**src/rtl/fpu_result_pipe.sv**
```systemverilog
// fpu_result_pipe: tracks in-flight FP results from issue to writeback and resolves source operands.
// Optional macro FPU_RESULT_FWD_EN enables forwarding; without it the pipe only flags hazards.
module fpu_result_pipe #(
  parameter int DATA_W  = 32,
  parameter int REG_AW  = 5,
  parameter int DEPTH   = 6,
  parameter int NUM_SRC = 3
) (
  input  logic                      clk,
  input  logic                      rst_n,
  input  logic                      clken,
  input  logic                      issue_valid,
  input  logic [REG_AW-1:0]         issue_rd,
  input  logic                      issue_we,
  input  logic                      issue_ready,
  input  logic [DATA_W-1:0]         issue_data,
  input  logic [NUM_SRC*REG_AW-1:0] src_addr,
  input  logic [NUM_SRC-1:0]        src_use,
  input  logic [NUM_SRC*DATA_W-1:0] src_rf,
  input  logic [DEPTH-1:0]          inj_en,
  input  logic [DEPTH*DATA_W-1:0]   inj_data,
  output logic [NUM_SRC*DATA_W-1:0] src_op,
  output logic                      hazard,
  output logic                      wb_en,
  output logic [REG_AW-1:0]         wb_addr,
  output logic [DATA_W-1:0]         wb_data
);

  // Issue handshake: an instruction is accepted at a clken=1 edge when issue_valid=1 and
  // hazard=0; in every other case a bubble enters stage 1. There is no back-pressure beyond hazard.

  logic [DEPTH-1:0]  valid_q, valid_d;
  logic [DEPTH-1:0]  we_q, we_d;
  logic [DEPTH-1:0]  ready_q, ready_d;
  logic [REG_AW-1:0] rd_q   [DEPTH];
  logic [REG_AW-1:0] rd_d   [DEPTH];
  logic [DATA_W-1:0] data_q [DEPTH];
  logic [DATA_W-1:0] data_d [DEPTH];

  logic                 issue_accept;
  logic [NUM_SRC-1:0]   src_haz;
  logic [NUM_SRC-1:0]   hit;
`ifdef FPU_RESULT_FWD_EN
  logic [NUM_SRC-1:0]   hit_rdy;
  logic [DATA_W-1:0]    hit_data [NUM_SRC];
`endif
  logic                 unused_inj;

  // The last stage never advances, so its injection slot has no effect.
  assign unused_inj = ^{inj_en[DEPTH-1], inj_data[DEPTH*DATA_W-1 -: DATA_W]};

  assign issue_accept = issue_valid & ~hazard;

  always_comb begin
    valid_d[0] = issue_accept;
    we_d[0]    = issue_accept & issue_we;
    rd_d[0]    = issue_rd;
    ready_d[0] = issue_ready;
    data_d[0]  = issue_data;
    for (int k = 1; k < DEPTH; k++) begin
      valid_d[k] = valid_q[k-1];
      we_d[k]    = we_q[k-1];
      rd_d[k]    = rd_q[k-1];
      ready_d[k] = ready_q[k-1];
      data_d[k]  = data_q[k-1];
      if (inj_en[k-1] && valid_q[k-1]) begin
        ready_d[k] = 1'b1;
        data_d[k]  = inj_data[(k-1)*DATA_W +: DATA_W];
      end
    end
  end

  always_ff @(posedge clk or negedge rst_n) begin
    if (!rst_n) begin
      valid_q <= '0;
      we_q    <= '0;
      ready_q <= '0;
      for (int k = 0; k < DEPTH; k++) begin
        rd_q[k]   <= '0;
        data_q[k] <= '0;
      end
    end else if (clken) begin
      valid_q <= valid_d;
      we_q    <= we_d;
      ready_q <= ready_d;
      rd_q    <= rd_d;
      data_q  <= data_d;
    end
  end

  // A not-ready entry reaching the last stage is a unit protocol error and is simply dropped.
  assign wb_en   = clken & valid_q[DEPTH-1] & we_q[DEPTH-1] & ready_q[DEPTH-1];
  assign wb_addr = rd_q[DEPTH-1];
  assign wb_data = data_q[DEPTH-1];

  always_comb begin
    src_op  = src_rf;
    src_haz = '0;
    hit     = '0;
`ifdef FPU_RESULT_FWD_EN
    hit_rdy = '0;
`endif
    for (int i = 0; i < NUM_SRC; i++) begin
`ifdef FPU_RESULT_FWD_EN
      hit_data[i] = '0;
`endif
      // Scan oldest to youngest so the youngest matching producer wins.
      for (int k = DEPTH-1; k >= 0; k--) begin
        if (valid_q[k] && we_q[k] && (rd_q[k] == src_addr[i*REG_AW +: REG_AW])) begin
          hit[i] = 1'b1;
`ifdef FPU_RESULT_FWD_EN
          if ((k < DEPTH-1) && inj_en[k]) begin
            hit_rdy[i]  = 1'b1;
            hit_data[i] = inj_data[k*DATA_W +: DATA_W];
          end else begin
            hit_rdy[i]  = ready_q[k];
            hit_data[i] = data_q[k];
          end
`endif
        end
      end
`ifdef FPU_RESULT_FWD_EN
      if (src_use[i] && hit[i]) begin
        if (hit_rdy[i]) src_op[i*DATA_W +: DATA_W] = hit_data[i];
        else            src_haz[i] = 1'b1;
      end
`else
      src_haz[i] = src_use[i] & hit[i];
`endif
    end
  end

  assign hazard = issue_valid & (|src_haz);

endmodule
```
**config.mk**
```make
export PLATFORM = sky130hd
export DESIGN_NAME = fpu_result_pipe
export DESIGN_NICKNAME = d
export VERILOG_FILES = /design/src/rtl/fpu_result_pipe.sv
export SDC_FILE = /design/constraint.sdc
export NUM_CORES = 1
export LEC_CHECK = 0
export ABC_AREA = 1
export ABC_CLOCK_PERIOD_IN_PS = 3700
export BUFFER_PORTS_ARGS = -buffer_cell sky130_fd_sc_hd__clkbuf_2
export CAP_MARGIN = 10
export CORE_AREA = 2 2 193 195
export CTS_CLUSTER_DIAMETER = 30
export DETAILED_ROUTE_END_ITERATION = 7
export DIE_AREA = 0 0 195 197
export GPL_ROUTABILITY_DRIVEN = 0
export GPL_TIMING_DRIVEN = 0
export PLACE_DENSITY_LB_ADDON = 0.25
export SKIP_CTS_REPAIR_TIMING = 1
export SYNTH_ARGS = -nofsm -noshare
export SYNTH_HDL_FRONTEND = slang
export SYNTH_SLANG_ARGS = --single-unit
```
**constraint.sdc**
```tcl
create_clock -name clk -period 3.7 [get_ports clk]
set_clock_uncertainty 0.1 [all_clocks]
set_input_delay 0 -clock clk [delete_from_list [all_inputs] [get_ports clk]]
set_output_delay 0 -clock clk [all_outputs]
set_load 0.01 [all_outputs]
```
Word-level counts from Yosys, hierarchy flattened

Index checks and enable logic that the tools add are counted.

Register bits after elaboration: 240
Bits of input ports: 355
Output and inout bits: 135
Logic and storage cells: 101

Equality and inequality tests: 18
Multiplexer cells: 28
Bitwise operators: 10
Reductions and logical operators: 30

Operators by type and width:

| cell                | number |
|---|---|
| 32-bit two-way mux  | 5 |
| 5-bit equality test | 18 |
| 1-bit logical AND   | 29 |
| 1-bit two-way mux   | 23 |
| 1-bit bitwise AND   | 9 |
| 3-bit OR reduction  | 1 |
| 1-bit inverter      | 1 |

Depth between registers and ports, before layout

Word-level depth: 14
Mapped depth: 14
Mapped depth without buffers: 13

Worst setup path before layout

No wires, ideal clock.

Path kind: register to register
From: register rd_q, in the netlist rd_d[11]
To: register valid_q[0]
Library setup time: 0.116 ns
Data arrival time: 1.210 ns
Data required time: 3.484 ns
Slack: 2.273 ns
Cell stages (with the launch flop): 11
Path buffers: 0
Cells stage by stage: dfrtp_1 -> inv_1 -> nor2_1 -> nor3_1 -> nand3_1 -> nand2_1 -> inv_1 -> a21boi_2 -> nor2_4 -> nand2_1 -> nand2_1

Longest elaborated chain between the ends: 10
Elaborated cells between the ends (all ways): 22
Classes of those cells: eq/ne (3); mux (9); bitwise (6); reduce/logical (4)

RTL lines:

| what                            | line | source |
|---|---|---|
| start: declaration              | 35   | `logic [REG_AW-1:0] rd_q [DEPTH];` |
| start signal: assignment        | 86   | `rd_q <= rd_d;` |
| 5-bit equality test             | 109  | `if (valid_q[k] && we_q[k] && (rd_q[k] == src_addr[i*REG_AW +: REG_AW])) begin` |
| 1-bit logical AND               | 109  |  |
| 1-bit two-way mux (3 in series) | 109  |  |
| 1-bit bitwise AND               | 128  | `src_haz[i] = src_use[i] & hit[i];` |
| 3-bit OR reduction *            | 133  | `assign hazard = issue_valid & (\|src_haz);` |
| 1-bit bitwise AND *             | 133  |  |
| 1-bit inverter *                | 52   | `assign issue_accept = issue_valid & ~hazard;` |
| 1-bit bitwise AND *             | 52   |  |
| end signal: assignment          | 83   | `valid_q <= valid_d;` |
| end: declaration                | 32   | `logic [DEPTH-1:0] valid_q, valid_d;` |

Every way passes the cells marked *; elsewhere a longest branch is shown, timed or not.
A chain may end at the register's enable or synchronous reset.

Worst setup path in the final report

From: register rd_q, in the netlist wb_addr[4]
To: register valid_q[0]

Longest elaborated chain between the ends: 13
Elaborated cells between the ends (all ways): 31
Classes of those cells: eq/ne (3); mux (18); bitwise (6); reduce/logical (4)

RTL lines:

| what                            | line |
|---|---|
| 5-bit equality test             | 109 |
| 1-bit logical AND               | 109 |
| 1-bit two-way mux (6 in series) | 109 |
| 1-bit bitwise AND               | 128 |
| 3-bit OR reduction *            | 133 |
| 1-bit bitwise AND *             | 133 |
| 1-bit inverter *                | 52 |
| 1-bit bitwise AND *             | 52 |

Marked as above.

==> impl_metrics.env <==
export IMPL_setup_violations=0
export IMPL_fp_dieH_um=197
export IMPL_cts_sinks=240
export IMPL_pin_count=490
export IMPL_ant_nets=0
export IMPL_cts_tree="built"
export IMPL_timing_final_crit_share_pct=64.4
export IMPL_status="finished with violations"
export IMPL_root_buffer="clkbuf_16"
export IMPL_fin_nets=2697
export IMPL_start_util_pct=35.2
export IMPL_p_leak_nw=9.96
export IMPL_htreeDepth=2
export IMPL_p_sw_w=0.00297
export IMPL_synth_cell_types=27
export IMPL_max_slew_worst_pin_slew_ps=748
export IMPL_dp_hpwl_um=35000
export IMPL_crit_path_end_kind="flop"
export IMPL_synth_top_area_share_pct=47.0
export IMPL_num_rows=70
export IMPL_relSlewSlack_pct=50.1
export IMPL_maxSlewViolCount=0
export IMPL_drc_errors=0
export IMPL_worstPathMaxFanout=5
export IMPL_cp_start_kind="flop"
export IMPL_max_freq_mhz=420
export IMPL_yosys_warnings=0
export IMPL_switching_share_pct=28.2
export IMPL_ys_seq_area_share_pct=47.0
export IMPL_pwr_share_clk_pct=50.1
export IMPL_syn_avg_cell_area_sq_um=7.62
export IMPL_overflow=0
export IMPL_wire_per_inst_um=17.1
export IMPL_via_count=13700
export IMPL_clkTransAtPathRegs_ps=40
export IMPL_ys_flop_type="dfrtp_1"
export IMPL_tns_ps=0
export IMPL_die_area_sq_mm=0.0384
export IMPL_peakVddDrop_mv=0.397
export IMPL_ys_top_cells_by_count="300 x o21ai_0, 290 x nand2_1, 240 x dfrtp_1"
export IMPL_min_from="inj_en[0]"
export IMPL_firstDrtPassIters=8
export IMPL_ys_ff_latch=240
export IMPL_synthesis_area_sq_mm=0.0128
export IMPL_drv_cap=0
export IMPL_critPathArrivalTime_ps=2730
export IMPL_synth_net_count=2033
export IMPL_clk_latency_ps=590
export IMPL_io_buffers=352
export IMPL_cellPowerDensity_mw_per_mm2=532
export IMPL_synth_top_area_cell="dfrtp_1"
export IMPL_crit_start="wb_addr[4]$_DFFE_PN0P_"
export IMPL_grt_pass1_wl_um=68000
export IMPL_syn_inst=1678
export IMPL_dr_first_iter_drc_count=922
export IMPL_yosys_top_cells_area="dfrtp_1 47%, o21ai_0 12%, nand2_1 8.5%"
export IMPL_p_seq_share_pct=31.0
export IMPL_whs_ps=-37.7
export IMPL_grt_pass1_vias=12300
export IMPL_yosysMostFrequentCell="o21ai_0"
export IMPL_crit_type="reg -> reg"
export IMPL_cp_required_ps=4050
export IMPL_rsz0062_at_grt="no"
export IMPL_failed_checks="negative hold slack"
export IMPL_wirelength_um=49200
export IMPL_cts_buffers=60
export IMPL_regArea_sq_mm=0.00601
export IMPL_area_delta_synth_final_pct=54.8
export IMPL_r2r_start="wb_addr[4]$_DFFE_PN0P_"
export IMPL_multi_input_area_sq_mm=0.00456
export IMPL_antenna_found_initial=6
export IMPL_period_minus_slack_ps=2380
export IMPL_num_fill_cells=3339
export IMPL_cts_max_path_buffers=3
export IMPL_die_x_um=195
export IMPL_min_path_type="in -> reg"
export IMPL_synth_async_reset_ratio_pct=100
export IMPL_grt_start_max_net_pins=108
export IMPL_drive_above_1_share_pct=27.3
export IMPL_p_comb_share_pct=18.9
export IMPL_viasPerCell=4.79
export IMPL_track_usage_pct=22.9
export IMPL_finish_utilization_pct=54.6
export IMPL_synth_edf_count=0
export IMPL_internal_power_w=0.00756
export IMPL_coreArea_sq_mm=0.0363
export IMPL_finalHoldViolCount=4
-- metal layers --
layer,vias up,global-route usage [%],share of wire [%]
met5,-,0,0
met4,0,9.02,3.5
met3,127,6.13,6.7
met2,609,38.7,50
met1,6396,27.9,40
li1,6612,-,-
-- worst paths after layout --
| check | slack (ps) | to | depth (start not counted) |
|---|---|---|---|
| setup reg to reg | 1320 | valid_q[0]$_DFFE_PN0P_ | 12 |
| hold reg to reg | 380 | we_q[5]$_DFFE_PN0P_ | 2 |
| min in group asynchronous | 450 | wb_data[31]$_DFFE_PN0P_ | 4 |
| setup / recovery | 1320 | valid_q[0]$_DFFE_PN0P_ | 12 |
| hold / removal | -40 | data_q[149]$_DFFE_PN0P_ | 6 |
| max in group asynchronous | 2490 | data_q[164]$_DFFE_PN0P_ | 4 |
-- critical path, cell delays in order, from the launching register on --
cell and delay (ps):
dfrtp_1 470, inv_1 110, nand2_1 70, nand2_1 50, nor2_1 160, nand3_1 100
nand2_1 130, nor2_1 90, a21boi_2 210, nor2_4 70, nand2_1 70, dlygate4sd3_1 580
nand2_1 50
-- state kept, by name, summed over array words and instances, names as in the netlist --
name     count
wb_data     32
we_q         6
wb_addr      5
data_q     160
rd_d        25
ready_q      6
valid_q      6
-- cell usage in the layout, fill, tap and decap left out, types with 16 or more instances in the layout --
master           n
a21oi_1        195
nand3_1         16
o21ai_0        300
buf_2           34
o21ai_1         55
clkbuf_2       351
dlygate4sd3_1  247
clkbuf_16       60
buf_4          133
dfrtp_1        240
nand2_1        290
inv_2           20
inv_1          205
nor2_1         105
clkbuf_1        57
-- power groups by stage --
stage                     Clock, W  Sequential, W  Combinational, W
after floorplan                  0        0.00324           0.00105
after global placement           0        0.00329           0.00166
after detailed placement         0        0.00329           0.00170
after CTS                  0.00534        0.00326           0.00171
after global routing       0.00551        0.00331           0.00220
final                      0.00528        0.00326           0.00199
-- cell families after synthesis --
| logic type | Yosys count | share of synthesized area (%) |
|---|---|---|
| buffers and inverters | 447 | 17.4 |
| DFF | 240 | 47.0 |
| and+or+nand+nor | 421 | 12.8 |
| xor gates and xnor gates | 10 | 0.685 |
| AOI/OAI and AO/OA | 560 | 22.1 |
-- through the flow --
| stage | worst slack [ps] | area [sq um] | hold WS (ps) | power (W) | cells |
|---|---|---|---|---|---|
| 4_1_cts | 1370 | 17300 | -754 | 0.0103 | 2610 |
| 3_3_place_gp | -2610 | 15100 | 88.9 | 0.00495 | 2498 |
| 3_5_place_dp | 1670 | 15200 | -132 | 0.00499 | 2500 |
| 5_1_grt | 1150 | 19800 | 13.6 | 0.0110 | 2863 |
| 6_report | 1320 | 19800 | -37.7 | 0.0105 | 2867 |
| 2_1_floorplan | 2270 | 12800 | -396 | 0.00429 | 1678 |
-- layout make-up --
cell class,count,share of cell area [%]
multi-input combinational,991,23.0
timing repair buffer,602,21.9
tap,468,2.96
sequential,240,30.4
buffer,222,6.95
clock buffer,78,8.39
clock inverter,32,2.06
antenna,9,0.114
inverter,225,4.27
No activity file was read; power rests on OpenSTA's default activity.
